==> config.mk <==
export PLATFORM = sky130hd
export DESIGN_NAME = des_blk_requester
export DESIGN_NICKNAME = d
export VERILOG_FILES = /design/src/rtl/des_blk_requester.sv
export SDC_FILE = /design/constraint.sdc
export NUM_CORES = 1
export LEC_CHECK = 0
export CORE_MARGIN = 1.5
export CORE_UTILIZATION = 30
export CTS_CLUSTER_DIAMETER = 40
export DETAILED_ROUTE_END_ITERATION = 7
export GPL_ROUTABILITY_DRIVEN = 0
export GPL_TIMING_DRIVEN = 0
export REMOVE_ABC_BUFFERS = 1
export SYNTH_ARGS = -nofsm -noshare
export SYNTH_HDL_FRONTEND = slang
export SYNTH_SLANG_ARGS = --single-unit
==> constraint.sdc <==
create_clock -name clk_in -period 2.5 [get_ports clk_in]
set_input_delay 0.5 -clock clk_in [delete_from_list [all_inputs] [get_ports clk_in]]
set_output_delay 0.5 -clock clk_in [all_outputs]
set_load 0.1 [all_outputs]
==> src/rtl/des_blk_requester.sv <==
// Single-outstanding requester in front of the DES core: takes a block plus its
// key settings from upstream, issues it to the core, and returns the result or an error.
module des_blk_requester #(
  parameter int TIMEOUT = 64,
  parameter int CNT_W   = 16
) (
  input  logic             clk_in,
  input  logic             rst_n_in,
  input  logic [63:0]      blk_in,
  input  logic             blk_in_valid,
  output logic             blk_in_ready,
  input  logic [63:0]      key_in,
  input  logic             mode_in,
  input  logic             verify_in,
  output logic [63:0]      core_data_out,
  output logic [63:0]      core_key_out,
  output logic             core_mode_out,
  output logic             core_verify_out,
  output logic             core_in_valid,
  input  logic             core_ready_in,
  input  logic [63:0]      core_result_in,
  input  logic             core_result_valid_in,
  input  logic             core_err_in,
  output logic [63:0]      blk_out,
  output logic             blk_out_err,
  output logic             blk_out_valid,
  input  logic             blk_out_ready,
  output logic             busy,
  output logic [CNT_W-1:0] blk_count,
  output logic [CNT_W-1:0] err_count
);

  localparam int TW = (TIMEOUT > 2) ? $clog2(TIMEOUT) : 1;
  localparam logic [TW-1:0] T_LAST = TW'(TIMEOUT - 1);

  typedef enum logic [1:0] {IDLE, ISSUE, WAIT, HOLD} state_t;

  typedef struct packed {
    logic [63:0] data;
    logic [63:0] key;
    logic        mode;
    logic        verify;
  } req_t;

  state_t        state, state_nxt;
  req_t          req_q;
  logic [TW-1:0] tcnt;
  logic          timeout;

  assign timeout = (tcnt == T_LAST);

  always_ff @(posedge clk_in or negedge rst_n_in) begin
    if (!rst_n_in) state <= IDLE;
    else           state <= state_nxt;
  end

  always_comb begin
    state_nxt = state;
    case (state)
      IDLE:  if (blk_in_valid && blk_in_ready) state_nxt = ISSUE;
      ISSUE: if (core_ready_in) state_nxt = WAIT;
      WAIT:  if (core_err_in || core_result_valid_in || timeout) state_nxt = HOLD;
      HOLD:  if (blk_out_ready) state_nxt = IDLE;
      default: state_nxt = IDLE;
    endcase
  end

  // Ready is gated by reset so upstream never sees a handshake while held in reset.
  always_comb begin
    blk_in_ready  = (state == IDLE) && rst_n_in;
    busy          = (state != IDLE);
    core_in_valid = (state == ISSUE);
  end

  always_ff @(posedge clk_in or negedge rst_n_in) begin
    if (!rst_n_in) begin
      req_q         <= '0;
      tcnt          <= '0;
      blk_out       <= '0;
      blk_out_err   <= 1'b0;
      blk_out_valid <= 1'b0;
      blk_count     <= '0;
      err_count     <= '0;
    end else begin
      if (state == IDLE && blk_in_valid)
        req_q <= '{data: blk_in, key: key_in, mode: mode_in, verify: verify_in};

      if (state == ISSUE && core_ready_in) tcnt <= '0;
      else if (state == WAIT)              tcnt <= tcnt + TW'(1);

      // Core error outranks a simultaneous result; timeout only if neither arrived.
      if (state == WAIT) begin
        if (core_err_in) begin
          blk_out       <= '0;
          blk_out_err   <= 1'b1;
          blk_out_valid <= 1'b1;
        end else if (core_result_valid_in) begin
          blk_out       <= core_result_in;
          blk_out_err   <= 1'b0;
          blk_out_valid <= 1'b1;
        end else if (timeout) begin
          blk_out       <= '0;
          blk_out_err   <= 1'b1;
          blk_out_valid <= 1'b1;
        end
      end

      if (state == HOLD && blk_out_ready) begin
        blk_out_valid <= 1'b0;
        blk_count     <= blk_count + CNT_W'(1);
        if (blk_out_err && err_count != '1) err_count <= err_count + CNT_W'(1);
      end
    end
  end

  assign core_data_out   = req_q.data;
  assign core_key_out    = req_q.key;
  assign core_mode_out   = req_q.mode;
  assign core_verify_out = req_q.verify;

endmodule
==> flow_summary.json, run 1 <==
{
  "sequential_fraction_of_the_synthesis_area_pct": 65.0,
  "ioPinCount": 432,
  "dpl_cell_area_sq_um": 14000,
  "timing.critical_path.arrival_ns": 1.89,
  "grt_start_max_net_pins": 109,
  "clock_tree.root_cell": "clkbuf_16",
  "vias_per_cell": 4.58,
  "drc_markers": 0,
  "floorplan.rows": 63,
  "grt_util_all_layers_pct": 17.2,
  "min-delay-path-class": "in -> async",
  "yosys_register_bits": 236,
  "tritonroute_pass_1_iters": 4,
  "synthDominantCellAreaShare_pct": 65.0,
  "critical_path.slowest_cell": "dlygate4sd2_1",
  "most-common-layout-cells": "dfrtp_1, dlygate4sd2_1, clkdlybuf4s50_1, mux2_2, a22o_1",
  "numPortBuffers": 431,
  "via_count": 6814,
  "grt_first_pass_wirelength_um": 41300,
  "ys_async_sr_fraction_pct": 100,
  "report.final.slew_viol_count": 0,
  "critical_path.cell_chain": "dlygate4sd2_1",
  "syn_area_per_cell_sq_um": 14.9,
  "synth-edff-count": 0,
  "crit-reg2reg-launch": "state[0]",
  "share_of_final_layout_standard_cells_stronger_than_drive_strength_1_pct": 21.3,
  "max_clock_freq_mhz": 419,
  "layout.cells.most_common": "dfrtp_1",
  "startpoint_types": "flip-flop",
  "final.hold.worst_slack_ns": 0.0288,
  "grt_pass1_vias": 6993,
  "die_area_sq_um": 31400,
  "ys.warnings.count": 0,
  "fin_crit_ns": 2.39,
  "critical_path_class": "reg -> out",
  "run_status": "finished clean",
  "start_util_pct": 30.6,
  "grt.overflow.total": 0,
  "routed_wirelength_um": 28300,
  "finalClockSkew_ns": 0.0174,
  "r2r_setup_slack_ns": 0.26,
  "die_width_um": 177,
  "finish.net_count": 1273,
  "cp_max_fo": 7,
  "cp-end-kind": "output pin",
  "vertical_extent_of_the_die_um": 177,
  "r2r_cells": 6,
  "netlist_instances": 611,
  "netlist_top_cells_area": "dfrtp_1, mux2_2, a22o_1, xnor2_1, ha_1",
  "setup_violations": 0,
  "drv.max_cap_violation_count": 0,
  "fp.coreArea_sq_um": 29700,
  "critical_path.reg2reg.endpoint": "blk_out[19]",
  "critical_path_depth": 1,
  "path_clk_slew_ns": 0.05,
  "number_of_clock_sinks_seen_by_cts": 236,
  "yosysTopAreaCell": "dfrtp_1",
  "netlist_area_sq_um": 9090,
  "required_ns": 2.00,
  "timing.slew.headroom_pct": 27.5,
  "grt_setup_unrepaired": "false",
  "use_met1_pct": 20.5,
  "globalRouteMet2Util_pct": 29.0,
  "cts_tree": "built",
  "hold_violations": 0,
  "critical-path-max-stage-delay_ns": 0.90,
  "drt-initial-drc-count": 275,
  "initial_antenna_violation_count": 3,
  "finalInstanceArea_sq_um": 15300,
  "top_usage_layer": "met2",
  "detail-route-antenna-nets": 0,
  "htree_levels": 2,
  "avg_wl_per_cell_um": 19.0,
  "finalCritPeriodShare_pct": 95.4,
  "crit_family": "buffers and inverters",
  "ctsLongestPathBuffers": 3,
  "worst_slew_pin_slew_ns": 1.09,
  "yosys_most_used_dff": "dfrtp_1",
  "numCtsBuffers": 41,
  "area_overhead_of_the_layout_relative_to_synthesis_pct": 68.3,
  "met3_usage_pct": 6.44,
  "worst-path-buf-inv": 1,
  "worstSkewPairLatency_ns": 0.51,
  "post-dp-hpwl_um": 20100,
  "synth_cell_type_count": 40
}
==> metrics by stage <==
stage                     setup WS, ns  std cells  setup TNS (ns)  utilization (%)
after floorplan                  -1.56        581         -260.28                -
after global placement           -9.89       1402        -3016.54             46.3
after detailed placement        -0.195       1409          -0.195             47.0
after CTS                     0.000812       1486               0             51.4
after global routing           0.00433       1489               0             51.5
final                            0.114       1489               0             51.5
==> what timing repair did <==
action | CTS | global route
cloned | 0 | 1
gates resized for setup | 231 | 8
endpoints found under the setup margin | 223 | 30
pin swaps | 0 | 1
hold buffers | 1 | 0
hold endpoints to repair | 48 | 0
setup buffers | 0 | 0
==> layer usage <==
layer / vias to the layer above / part of all wire (%)
li1: 3144 / -
met1: 3351 / 39
met5: - / 0.046
met2: 280 / 50
met4: 2 / 1.7
met3: 37 / 9.5
==> how the worst max path moves through the flow <==
stage	slack, ns	end	from
global route	0.004	busy	state[0]
floorplan	-1.56	core_data_out[0]	state[0]
CTS	0.0008	blk_out[52]	blk_out[52]
finish	0.11	err_count[5]	err_count[5]
detailed placement	-0.19	blk_in_ready	rst_n_in
global placement	-9.89	core_key_out[30]	rst_n_in
==> sequential cells by signal, summed over array words and instances (netlist names) <==
name and count:
err_count 16, core_verify_out 1, blk_out_valid 1, blk_count 16, core_mode_out 1, blk_out 64
blk_out_err 1, tcnt 6, state 2, core_data_out 64, core_key_out 64
==> layout make-up <==
class | instances | area [sq um]
fillers | 2683 | 14400
flip-flops and latches | 236 | 5910
repair buffers | 439 | 4270
multi-input cells | 338 | 3060
clock buffers | 44 | 1090
well taps | 390 | 488
clock inverters | 32 | 464
inverters | 8 | 30.0
diodes | 2 | 5.00
==> synthesized netlist by cell type, drive strengths merged, types with 2 or more instances <==
library cell  number
a21oi              8
a22o              64
a41oi              2
and2               3
and3               4
and4               2
buf               18
clkbuf            12
dfrtp            236
ha                 8
inv                8
mux2             139
mux2i              3
nand2             21
nand2b             2
nand3             12
nand4              8
nor2              13
nor3               3
nor4               4
o21ai              5
or3                3
xnor2             15
xor2               8
==> logic make-up after synthesis <==
group | count (synthesis) | synth area share [%]
DFF | 236 | 65.0
muxes | 142 | 17.5
AOI/OAI and AO/OA | 87 | 7.87
and+or+nand+nor | 77 | 4.51
buffers and inverters | 38 | 1.79
xor gates and xnor gates | 23 | 2.22
adders and majority gates | 8 | 1.10
Power of run 1 is left out: the tool's default activity adds up to more than one toggle a clock period on the data nets, which glitch-free logic cannot reach.
==> run 2, diff against run 1 <==
--- a/config.mk
+++ b/config.mk
@@ -5,12 +5,13 @@
 export SDC_FILE = /design/constraint.sdc
 export NUM_CORES = 1
 export LEC_CHECK = 0
-export CORE_MARGIN = 1.5
-export CORE_UTILIZATION = 30
+export CORE_AREA = 2 2 166 168
 export CTS_CLUSTER_DIAMETER = 40
 export DETAILED_ROUTE_END_ITERATION = 7
+export DIE_AREA = 0 0 168 170
 export GPL_ROUTABILITY_DRIVEN = 0
 export GPL_TIMING_DRIVEN = 0
+export PLACE_DENSITY = 0.69
 export REMOVE_ABC_BUFFERS = 1
 export SYNTH_ARGS = -nofsm -noshare
 export SYNTH_HDL_FRONTEND = slang
==> run 2 against run 1 <==
Global-route usage increased by 0.86 points; die area fell by 8.9%; via count decreased by 1.0%; register-to-register slack worse by 0.05 ns; critical endpoint is now blk_out[50]; largest cell class unchanged.
==> flow_summary.json, run 2 (synthesis gave the netlist of run 1 again) <==
{
  "critical-path-max-stage-delay_ns": 1.13,
  "htree_levels": 2,
  "die_width_um": 168,
  "required_ns": 2.00,
  "grt_util_all_layers_pct": 18.1,
  "hold_violations": 0,
  "cts_tree": "built",
  "numCtsBuffers": 36,
  "grt_pass1_vias": 7064,
  "ioPinCount": 432,
  "initial_antenna_violation_count": 0,
  "most-common-layout-cells": "dfrtp_1, clkdlybuf4s50_1, dlygate4sd2_1, mux2_2, a22o_1",
  "preCtsSetupSlack_ns": -0.552,
  "detail-route-antenna-nets": 0,
  "routed_wirelength_um": 26900,
  "worst_slack_ns": 0.0296,
  "timing.slew.headroom_pct": 28.0,
  "drt-initial-drc-count": 280,
  "dpl_cell_area_sq_um": 13900,
  "vertical_extent_of_the_die_um": 170,
  "layout.area.seq_sq_um": 5910,
  "via_count": 6743,
  "numPortBuffers": 431,
  "finalCritPeriodShare_pct": 98.8,
  "timing.critical_path.arrival_ns": 1.97,
  "critical_path.slowest_cell": "clkdlybuf4s50_1",
  "area_overhead_of_the_layout_relative_to_synthesis_pct": 65.0,
  "cp-end-kind": "output pin",
  "inserted_diodes": 0,
  "min-delay-path-class": "in -> async",
  "die_area_sq_um": 28600,
  "grt.overflow.total": 0,
  "layout.cells.most_common": "dfrtp_1",
  "post-dp-hpwl_um": 19400,
  "final.fill_count": 2247,
  "critical_path.cell_chain": "clkdlybuf4s50_1",
  "grt_start_max_net_pins": 111,
  "grt_first_pass_wirelength_um": 40300,
  "drv.max_cap_violation_count": 0,
  "avg_wl_per_cell_um": 18.9,
  "setup_violations": 0,
  "final.hold.worst_slack_ns": 0.0131,
  "worstSkewPairLatency_ns": 0.50,
  "start_util_pct": 34.1,
  "share_of_final_layout_standard_cells_stronger_than_drive_strength_1_pct": 19.9,
  "run_status": "finished clean",
  "tritonroute_pass_1_iters": 4,
  "worst-path-buf-inv": 1,
  "finalInstanceArea_sq_um": 15000,
  "fin_crit_ns": 2.47,
  "max_clock_freq_mhz": 405,
  "startpoint_types": "flip-flop",
  "worst_slew_pin_slew_ns": 1.08,
  "multi_input_area_sq_um": 3060,
  "path_clk_slew_ns": 0.06,
  "finalClockSkew_ns": 0.0165,
  "drc_markers": 0,
  "report.final.slew_viol_count": 0,
  "floorplan.rows": 60,
  "cts.repair_timing.setup_buffer_count": 0,
  "finish.net_count": 1267,
  "cp_max_fo": 2,
  "grt_setup_unrepaired": "false",
  "number_of_clock_sinks_seen_by_cts": 236,
  "vias_per_cell": 4.74,
  "crit_family": "buffers and inverters",
  "layout.core_utilization_pct": 56.3,
  "fp.coreArea_sq_um": 26700,
  "critical_path_class": "reg -> out",
  "clock_tree.root_cell": "clkbuf_16",
  "ctsLongestPathBuffers": 3
}
## run 2: path summary, 6_finish.rpt
check	from	depth (start not counted)	end	slack (ns)
min in group clk_in	blk_out[13]	1	blk_out[13]	0.49
min	rst_n_in	2	blk_out[0]	0.01
max in group asynchronous	rst_n_in	3	blk_out[27]	1.76
max	blk_out[50]	1	blk_out[50]	0.03
min reg2reg	blk_out[13]	1	blk_out[13]	0.49
max reg2reg	state[0]	6	blk_out[60]	0.21
## run 2: layer usage
layer,vias up,GRT usage (%),part of all wire (%)
met2,288,32.1,51
met3,57,5.51,8.0
met4,0,6.81,3.1
met5,-,0,0
met1,3274,20.6,37
li1,3124,-,-
## run 2: cell type report
type | instances | area share [%]
sequential | 236 | 39.4
timing repair buffer | 439 | 29.2
multi-input combinational | 337 | 20.4
clock buffer | 45 | 6.64
tap | 341 | 2.84
clock inverter | 18 | 1.33
inverter | 8 | 0.200
## run 2: timing repair
action	4_1_cts	5_1_grt
gates resized for setup	189	50
endpoints found under the hold margin	28	0
setup endpoints to repair	181	116
hold buffers	2	0
## run 2: per-stage QoR
step | std cells | TNS [ns]
after global routing | 1424 | 0
after global placement | 1353 | -2882.19
after CTS | 1424 | 0
final | 1424 | 0
after detailed placement | 1359 | -7.22
after floorplan | 581 | -260.28
Power of run 2 is left out for the same reason.
